**src/rtl/uart_tx_fsm.sv**
```systemverilog
// rtl/uart_tx_fsm.sv - UART transmit framing FSM driving an external 8-bit serializer
module uart_tx_fsm #(
    parameter int DATA_WIDTH = 8
) (
    input  logic                  clk,
    input  logic                  rst,
    input  logic                  data_valid,
    input  logic [DATA_WIDTH-1:0] p_data,
    input  logic                  par_en,
    input  logic                  par_typ,
    input  logic                  ser_data,
    input  logic [3:0]            ser_bit_no,
    output logic                  ser_load,
    output logic                  tx_out,
    output logic                  busy,
    output logic                  ready
);

    typedef enum logic [2:0] {
        IDLE   = 3'd0,
        START  = 3'd1,
        DATA   = 3'd2,
        PARITY = 3'd3,
        STOP   = 3'd4
    } state_t;

    state_t     state;
    logic [2:0] data_cnt;
    logic       par_en_q;
    logic       par_typ_q;
    logic       data_xor_q;
    logic       xfer;
    logic       data_last;

    // ready is qualified with rst so it reads 0 while reset is held, even though state is IDLE
    assign ready     = rst && ((state == IDLE) || (state == STOP));
    assign xfer      = data_valid && ready;
    assign ser_load  = xfer;
    assign busy      = (state != IDLE);

    // The local count bounds DATA to 8 cycles even if the serializer never reports bit 8
    assign data_last = (ser_bit_no == 4'd8) || (data_cnt == 3'd7);

    always_comb begin
        tx_out = 1'b1;
        case (state)
            IDLE:    tx_out = 1'b1;
            START:   tx_out = 1'b0;
            DATA:    tx_out = ser_data;
            PARITY:  tx_out = data_xor_q ^ par_typ_q;
            STOP:    tx_out = 1'b1;
            default: tx_out = 1'b1;
        endcase
    end

    always_ff @(posedge clk or negedge rst) begin
        if (!rst) begin
            state      <= IDLE;
            data_cnt   <= 3'd0;
            par_en_q   <= 1'b0;
            par_typ_q  <= 1'b0;
            data_xor_q <= 1'b0;
        end else begin
            case (state)
                IDLE, STOP: begin
                    if (xfer) begin
                        state      <= START;
                        par_en_q   <= par_en;
                        par_typ_q  <= par_typ;
                        data_xor_q <= ^p_data;
                    end else begin
                        state <= IDLE;
                    end
                end
                START: begin
                    state    <= DATA;
                    data_cnt <= 3'd0;
                end
                DATA: begin
                    data_cnt <= data_cnt + 3'd1;
                    if (data_last) begin
                        state <= par_en_q ? PARITY : STOP;
                    end
                end
                PARITY: begin
                    state <= STOP;
                end
                default: begin
                    state <= IDLE;
                end
            endcase
        end
    end

endmodule

```
**config.mk**
```make
export PLATFORM = sky130hd
export DESIGN_NAME = uart_tx_fsm
export DESIGN_NICKNAME = d
export VERILOG_FILES = /design/src/rtl/uart_tx_fsm.sv
export SDC_FILE = /design/constraint.sdc
export NUM_CORES = 1
export LEC_CHECK = 0
export CAP_MARGIN = 20
export CORE_MARGIN = 3
export CORE_UTILIZATION = 28
export DETAILED_ROUTE_END_ITERATION = 12
export MAX_ROUTING_LAYER = met4
export SYNTH_ARGS = -nofsm -noshare
export SYNTH_HDL_FRONTEND = slang
export SYNTH_SLANG_ARGS = --single-unit
```
**constraint.sdc**
```tcl
create_clock -name clk -period 1.3 [get_ports clk]
set_input_delay 0.26 -clock clk [delete_from_list [all_inputs] [get_ports clk]]
set_output_delay 0.26 -clock clk [all_outputs]
set_load 0.01 [all_outputs]
```
==> impl_metrics.toml, run 1 <==
[status]
status = "finished, violations left"
violations = "negative setup slack"

[sta]
final.setup.worst_slack_ns = -0.2571
hold_viol_final = 0
finalSetupTns_ns = -1.037
max_freq_ghz = 0.6422
skew_ns = 0.007181
tightest_slew_ns = 0.2187
setup-violations-final = 8
fin_crit_sh_pct = 119.8
slew_headroom_pct = 85.36
final_max_slew_viol_count = 0
fin_crit_ns = 1.557
rsz0062_at_grt = "yes"

[critical_path]
r2r_slack_ns = -0.09
crit_type = "reg -> out"
critPathMaxStageDelay_ns = 0.39
critPathBufInv = 2
cp-start-kind = "register"
cp_data_required_time_ns = 1.04
cpLargestDelayFamily = "flip-flops"
worstPathMaxFanout = 3
r2r-start = "state[0]"
timing.rr.end = "par_typ_q"
worst-r2r-cell-count = 5
end_kind = "output port"
cp.arrival_ns = 1.30
crit_path_top_delay_cell = "dfrtp_1"
cp_cell_sequence = "buf_4, or3_1, buf_2"

[logic_synthesis]
synth-xor-area-share_pct = 12.20
synth_top_family_by_area = "simple AND/OR/NAND/NOR gates"
synthCells = 53
synth-simple-area-share_pct = 17.21
ys_seq_area_share_pct = 39.22
yosys_warnings = 0
synth_compound_area_share_pct = 13.73
synth.distinct_cells = 27
synth_adder_area_share_pct = 4.357
synth_mux_area_share_pct = 7.190
syn_avg_cell_area_sq_um = 10.84
syn_area_sq_um = 574.3
syn-num-nets = 73
ys_ff_latch = 9

[placed_design]
hpwl_mm = 1.013
place.gp.congestion = 0.7538
io_buffers = 21
place_area_sq_um = 873.3
dp_worst_setup_slack_ns = -0.5152

[clock_tree]
ctsHoldBuffers = 0
insertion_delay_ns = 0.26
ctsHtreeMaxLevel = 1
cts_inserted_buffers = 3
cts_sinks = 9
cts_tree = "yes"
clock_path_buffers = 2
root_buffer = "clkbuf_4"
path_clk_slew_ns = 0.07

[power]
powerDensity_nw_per_um2 = 1644
vdd_drop_max_v = 0.0005800
leakagePower_uw = 0.0004239

[drt]
final_antenna_net_count = 0
drc = 0
vias = 519
first_iter_violations = 4
wl_mm = 1.374
vias_per_cell = 4.593
wl_per_cell_um = 12.16
dr.pass1.iters = 4

[worst_hold_path]
hold_path.class = "in -> async"

[layout]
fin_area_sq_um = 977.2
areaGrowthSynthToFinish_pct = 70.15
drive_gt1_share_pct = 39.77
fin_nets = 109
fillerInstances = 191
diodes = 0

[floorplan]
die_x_um = 51.29
initial_utilization_pct = 31.55
core-area_sq_um = 1821
io_pins = 22
die-height_um = 51.29
rows = 15
die_area_sq_um = 2631

[global_route]
grt_usage_pct = 12.55
grt_pass1_wl_mm = 2.352
grt_max_degree = 10
grt_pass1_vias = 564
antenna_found_initial = 0
gr-total-overflow = 0

[run]
maxCapViolCount = 0
==> timing repair <==
item                       4_1_cts  5_1_grt
pin swaps                        5        3
resized for setup               25       10
setup endpoints to repair        7       13
setup buffers                    2        1
==> synthesized netlist by cell type (all sizes together) <==
library cell | count | area share [%]
nor2 | 4 | 3.1
o21ai | 1 | 0.87
xnor2 | 7 | 11
a22o | 5 | 7.6
nand2b | 1 | 1.1
mux2 | 3 | 7.2
ha | 2 | 4.4
nand4bb | 1 | 2.0
or3 | 1 | 1.1
and3b | 1 | 1.5
a22oi | 1 | 1.3
or2 | 2 | 2.2
buf | 3 | 4.8
o21bai | 1 | 1.3
a21oi | 3 | 2.6
nor4b | 1 | 1.5
and2 | 1 | 1.1
nor2b | 1 | 1.1
and3 | 1 | 2.0
nand2 | 1 | 0.65
dfrtp | 9 | 39
xor2 | 1 | 1.5
inv | 2 | 1.3
==> placed cells by master, fill, tap and decap left out, drive strengths merged <==
cell type      netlist  final
a22o                 5      5
or3                  1      1
nor4b                1      1
nand2                1      1
buf                  3     17
nor2b                1      1
nor2                 4      4
o21ai                1      1
and3b                1      1
xnor2                7      7
and2                 1      1
dfrtp                9      9
ha                   2      2
o21bai               1      1
a22oi                1      1
clkdlybuf4s50        0     17
inv                  2      2
a21oi                3      3
mux2                 3      3
xor2                 1      1
nand4bb              1      1
clkbuf               0      4
or2                  2      2
nand2b               1      1
and3                 1      1
==> where the power goes <==
group	leakage [uW]	switching, uW	internal, uW
registers	0.000113	92.8	394
clock network	0.0000150	97.3	118
logic	0.000296	342	562
total	0.000424	532	1070
==> layout make-up <==
cell class	instances	area (sq um)	area share, %
inverters	2	7.507	0.7682
repair buffers	34	319.1	32.65
well taps	25	31.28	3.201
multi-input cells	39	367.9	37.64
clock buffers	4	26.28	2.689
flip-flops and latches	9	225.2	23.05
==> worst max-delay path by stage <==
stage | slack (ns) | from | depth (start not counted) | end
2_1_floorplan | 0.0004 | state[1] | 5 | par_en_q
3_5_place_dp | -0.52 | ser_data | 5 | tx_out
5_1_grt | -0.31 | state[1] | 3 | busy
6_report | -0.26 | state[1] | 3 | busy
4_1_cts | -0.25 | data_xor_q | 5 | tx_out
3_3_place_gp | -0.48 | ser_data | 5 | tx_out
==> kinds of logic after synthesis <==
| family | count (synthesis) |
|---|---|
| and+or+nand+nor | 15 |
| AOI/OAI and AO/OA | 11 |
| DFF | 9 |
| xor gates and xnor gates | 8 |
| buffers and inverters | 5 |
| muxes | 3 |
| adders and majority gates | 2 |
==> flip-flops by register name (all words and copies together) (netlist names) <==
name and cells:
par_en_q 1, state 3, data_xor_q 1, par_typ_q 1
data_cnt 3
==> per-stage QoR <==
| step | util, % | hold slack [ns] | total power [uW] | std cells |
|---|---|---|---|---|
| final | 53.68 | 0.3886 | 1606 | 113 |
| after global routing | 53.68 | 0.4225 | 1741 | 113 |
| after CTS | 51.68 | 0.3955 | 1573 | 113 |
| after detailed placement | 47.97 | 0.5262 | 1299 | 107 |
| after global placement | 47.97 | 0.5230 | 1281 | 107 |
| after floorplan | - | -0.03559 | 968.5 | 53 |
==> routing by layer <==
| layer | up-vias | wire (um) | global-route usage [%] |
|---|---|---|---|
| met5 | - | 0 | - |
| met4 | 0 | 24 | 7.860 |
| met3 | 2 | 77 | 2.041 |
| met2 | 21 | 664 | 20.82 |
| met1 | 242 | 607 | 14.03 |
| li1 | 254 | - | - |
(Power assumes the default switching activity.)
==> run 2: changes to the inputs <==
Settings changed: ABC_CLOCK_PERIOD_IN_PS set to 1300, HOLD_SLACK_MARGIN set to 0.1, SETUP_SLACK_MARGIN set to 0.5.
==> run 2 against run 1 <==
  * The run still ends with negative setup slack left
  * Global-route usage is 1.0 points higher
  * Critical path depth is 2 higher
  * Worst hold slack better by 0.013 ns
  * Cell area is 9.6% higher
  * Routed wire length is 14% higher
  * Die area stayed put
  * Power is 15% higher
  * Critical path type unchanged
  * Largest power group unchanged
  * Highest routed layer unchanged
==> impl_metrics.toml, run 2 (same netlist as run 1, synthesis figures left out) <==
[clock_tree]
cts_inserted_buffers = 3
insertion_delay_ns = 0.26
ctsHtreeMaxLevel = 1
cts_tree = "yes"
root_buffer = "clkbuf_4"
clock_path_buffers = 2
ctsHoldBuffers = 0
path_clk_slew_ns = 0.06
cts_sinks = 9

[layout]
areaGrowthSynthToFinish_pct = 86.49
register_area_sq_um = 226.5
fin_cells = 117
multiInputGateArea_sq_um = 406.6
fillerInstances = 163
final_cell_mix = "clkdlybuf4s50_1, buf_6, buf_4, dfrtp_1, xnor2_1"
top_regs = "data_cnt: 3 flops, state: 3 flops"
final_core_util_pct = 58.83
diodes = 0
fin_nets = 113
layout_commonest_cell = "clkdlybuf4s50_1"
drive_gt1_share_pct = 47.83

[floorplan]
die-height_um = 51.29
initial_utilization_pct = 31.55
core-area_sq_um = 1821
die_area_sq_um = 2631
io_pins = 22
die_x_um = 51.29
rows = 15

[power]
leakagePower_uw = 0.0004673
vdd_drop_max_v = 0.0007707
powerDensity_nw_per_um2 = 1721

[critical_path]
cp-start-kind = "register"
crit_type = "reg -> out"
end_kind = "output port"
cp.arrival_ns = 1.27
r2r-start = "state[0]"
worstPathMaxFanout = 2
startpoint = "par_typ_q"
cp_data_required_time_ns = 1.04

[sta]
tightest_slew_ns = 0.2754
fin_crit_ns = 1.526
setup-violations-final = 10
max_freq_ghz = 0.6554
hold_viol_final = 0
final.setup.worst_slack_ns = -0.2257
fin_crit_sh_pct = 117.4
slew_headroom_pct = 81.57
final_max_slew_viol_count = 0
skew_ns = 0.002174
rsz0062_at_grt = "yes"
hold_ws_ns = 0.4015

[global_route]
antenna_found_initial = 0
grt_pass1_vias = 579
grt_usage_pct = 13.58
grt_max_degree = 10
gr-total-overflow = 0
grt_pass1_wl_mm = 2.525

[drt]
vias_per_cell = 4.803
first_iter_violations = 7
dr.pass1.iters = 4
drc = 0
wl_mm = 1.566
final_antenna_net_count = 0
wl_per_cell_um = 13.38
vias = 562

[placed_design]
hpwl_mm = 1.033
io_buffers = 21
placedCellCount = 105
place.gp.congestion = 0.6798
dp_worst_setup_slack_ns = -0.5267

[status]
status = "finished, violations left"
violations = "negative setup slack"

[worst_hold_path]
hold_path.class = "in -> async"

[run]
maxCapViolCount = 0
[run 2: cell count changes in the layout (fill, tap and decap cells not counted), moves of 2 or more]
cell | before | now
dlygate4sd2_1 | 0 | 2
a21oi_2 | 1 | 3
nor2_4 | 1 | 3
buf_6 | 7 | 10
clkdlybuf4s50_1 | 17 | 15
a21oi_1 | 2 | 0
[run 2: path summary, 6_finish.rpt]
check	endpoint	slack, ns	depth (start not counted)
worst min register to register	state[1]	0.58	2
max in group asynchronous	state[0]	0.75	2
worst max-delay path	tx_out	-0.23	5
worst max register to register	data_cnt[0]	-0.15	6
min in group clk	state[1]	0.58	2
worst min-delay path	par_en_q	0.40	2
[run 2: power breakdown]
part           switching (uW)  internal, uW  total (uW)
Sequential                116           395         512
Clock                    96.0           118         214
Combinational             402           716        1120
Total                     614          1230        1840
[run 2: final cells by class]
type / instances / area share, %
repair buffers: 38 / 34.81
inverters: 2 / 0.7009
well taps: 25 / 2.921
flip-flops and latches: 9 / 21.14
multi-input cells: 39 / 37.97
clock buffers: 4 / 2.453
[run 2: metal layers]
layer	global-route usage (%)	vias up	share of wire, %
li1	-	264	-
met1	13.93	269	39
met2	25.11	27	54
met3	1.166	2	6.4
met4	7.860	0	0.77
met5	-	-	0
[run 2: what timing repair did]
item	CTS	global route
endpoints found under the setup margin	13	13
setup buffers	6	2
gates resized for setup	34	6
pin swaps	9	6
[run 2: worst max-delay path, cell delays in order, from the launching register on]
cell	delay (ns)
dfrtp_1	0.39
xor2_1	0.16
nand2_1	0.06
a22oi_1	0.05
or2_4	0.23
buf_6	0.12
[run 2: stage by stage]
step	power [uW]	instance area [sq um]	setup TNS, ns
2_1_floorplan	1041	629.4	0
5_1_grt	1966	1071	-1.820
3_5_place_dp	1368	904.6	-2.821
4_1_cts	1771	1028	-0.9956
3_3_place_gp	1330	904.6	-2.796
6_report	1844	1071	-1.309
==> run 3: changes to the inputs <==
Settings changed: TNS_END_PERCENT set to 1.
==> run 3 against run 2 <==
  * The flow still finishes with violations (negative setup slack)
  * First-iteration DRC count down 57%
  * Worst hold slack worse by 0.0079 ns
  * Global-route usage down 2.7 points
  * Power down 16%
  * Register-to-register slack better by 0.05 ns
  * Largest cell class unchanged
  * Critical endpoint is now busy
  * Die area unchanged
  * Non-clock buffer count down 7
  * Utilization down 7.1 points
  * Critical path depth down 2
  * Routed wire length down 23%
  * Cell count down 6.0%
  * Worst setup slack worse by 0.0084 ns
==> impl_metrics.toml, run 3 (same netlist as run 1, synthesis figures left out) <==
[global_route]
grt_util_met2_pct = 16.95
gr-usage-met3_pct = 2.332
antenna_found_initial = 0
grt_pass1_wl_mm = 2.070
grt_pass1_vias = 490
grt_usage_pct = 10.92
globalRouteMet1Util_pct = 12.95
gr-total-overflow = 0
grt_max_degree = 10
top_usage_layer = "met2"

[drt]
vias = 485
first_iter_violations = 3
final_antenna_net_count = 0
wl_per_cell_um = 10.91
drc = 0
wl_mm = 1.200
vias_per_cell = 4.409
dr.pass1.iters = 4

[layout]
fillerInstances = 175
final_core_util_pct = 51.75
fin_cells = 110
drive_gt1_share_pct = 36.47
top_regs = "data_cnt: 3 flops, state: 3 flops"
layout_commonest_cell = "clkdlybuf4s50_1"
areaGrowthSynthToFinish_pct = 64.05
fin_area_sq_um = 942.2
diodes = 0
final_cell_mix = "clkdlybuf4s50_1, dfrtp_1, buf_4, xnor2_1, a22o_1"
fin_nets = 106

[status]
status = "finished, violations left"
violations = "negative setup slack"

[critical_path]
end_kind = "output port"
critPathMaxStageDelay_ns = 0.42
r2r_slack_ns = -0.10
worstPathMaxFanout = 5
critPathBufInv = 2
crit_path_top_delay_cell = "dfrtp_2"
r2r-start = "state[0]"
cp-start-kind = "register"
timing.rr.end = "par_typ_q"
cp_data_required_time_ns = 1.04
cp_cell_sequence = "buf_4, or3_1, buf_2"
cp.arrival_ns = 1.27
worst-r2r-cell-count = 5
crit_type = "reg -> out"
cpLargestDelayFamily = "flip-flops"

[clock_tree]
cts_sinks = 9
cts_inserted_buffers = 3
ctsHtreeMaxLevel = 1
clock_path_buffers = 2
insertion_delay_ns = 0.26
cts_tree = "yes"
ctsHoldBuffers = 0
root_buffer = "clkbuf_4"
path_clk_slew_ns = 0.06

[power]
powerDensity_nw_per_um2 = 1645
vdd_drop_max_v = 0.0006325
seqPwrFrac_pct = 32.0
p_comb_share_pct = 54.4
p_int_uw = 1046
p_sw_uw = 503.3
power_uw = 1550
p_clk_share_pct = 13.6
sw_frac_of_total_pct = 32.48
leakagePower_uw = 0.0004098

[placed_design]
dp_worst_setup_slack_ns = -0.5197
place_area_sq_um = 878.3
io_buffers = 21
placedCellCount = 105
place.gp.congestion = 0.6749
hpwl_um = 976.8

[floorplan]
rows = 15
initial_utilization_pct = 31.55
core-area_sq_um = 1821
die_area_sq_um = 2631
die_x_um = 51.29
io_pins = 22
die-height_um = 51.29

[sta]
max_freq_ghz = 0.6518
slew_headroom_pct = 83.44
skew_ns = 0.007238
final.setup.worst_slack_ns = -0.2341
final_max_slew_viol_count = 0
rsz0062_at_grt = "yes"
hold_viol_final = 0
setup-violations-final = 7
fin_crit_sh_pct = 118.0
tightest_slew_ns = 0.2474
fin_crit_ns = 1.534

[worst_hold_path]
hold_path.class = "in -> async"

[run]
maxCapViolCount = 0
## run 3: worst reg2reg max path, cell delays in order (launching register included)
cell,delay [ns]
dfrtp_2,0.42
buf_4,0.17
nor2_4,0.11
and3_4,0.19
buf_6,0.11
mux2_4,0.29
## run 3: through the flow
| step | TNS, ns | hold slack (ns) |
|---|---|---|
| 4_1_cts | -1.010 | 0.3969 |
| 3_5_place_dp | -2.855 | 0.5383 |
| 3_3_place_gp | -2.826 | 0.5338 |
| 5_1_grt | -1.469 | 0.4397 |
| 6_report | -1.037 | 0.3935 |
| 2_1_floorplan | 0 | -0.03559 |
## run 3: area by class of cell
cell class / count / area, sq um / share of cell area, %
Clock buffer: 4 / 26.28 / 2.789
Inverter: 2 / 7.507 / 0.7968
Multi-Input combinational cell: 39 / 372.9 / 39.58
Sequential cell: 9 / 226.5 / 24.04
Tap cell: 25 / 31.28 / 3.320
Timing Repair Buffer: 31 / 277.8 / 29.48
## run 3: worst max path at each step
stage	startpoint	endpoint	slack, ns	depth (start not counted)
after floorplan	state[1]	par_en_q	0.05	5
after global routing	state[1]	busy	-0.29	3
final	state[0]	busy	-0.23	3
after CTS	state[1]	busy	-0.25	3
after detailed placement	ser_data	tx_out	-0.52	5
after global placement	ser_data	tx_out	-0.51	5
## run 3: repair_timing
| action | 4_1_cts | 5_1_grt |
|---|---|---|
| setup buffers | 1 | 0 |
| endpoints found under the setup margin | 13 | 13 |
| resized for setup | 26 | 3 |
| hold endpoints to repair | 0 | 0 |
| gates cloned | 0 | 0 |
| pin swaps | 6 | 3 |
## run 3: power groups by stage
stage / Sequential, uW / Combinational, uW / Clock (uW)
global placement: 501 / 799 / 0
finish: 495 / 843 / 211
global route: 518 / 928 / 229
CTS: 489 / 836 / 220
detailed placement: 500 / 820 / 0
floorplan: 477 / 536 / 0
## run 3: per-layer routing
| metal | vias to the layer above | share of wire, % |
|---|---|---|
| met5 | - | 0 |
| met2 | 19 | 46 |
| met1 | 212 | 46 |
| li1 | 252 | - |
| met3 | 2 | 6.9 |
| met4 | 0 | 0.67 |
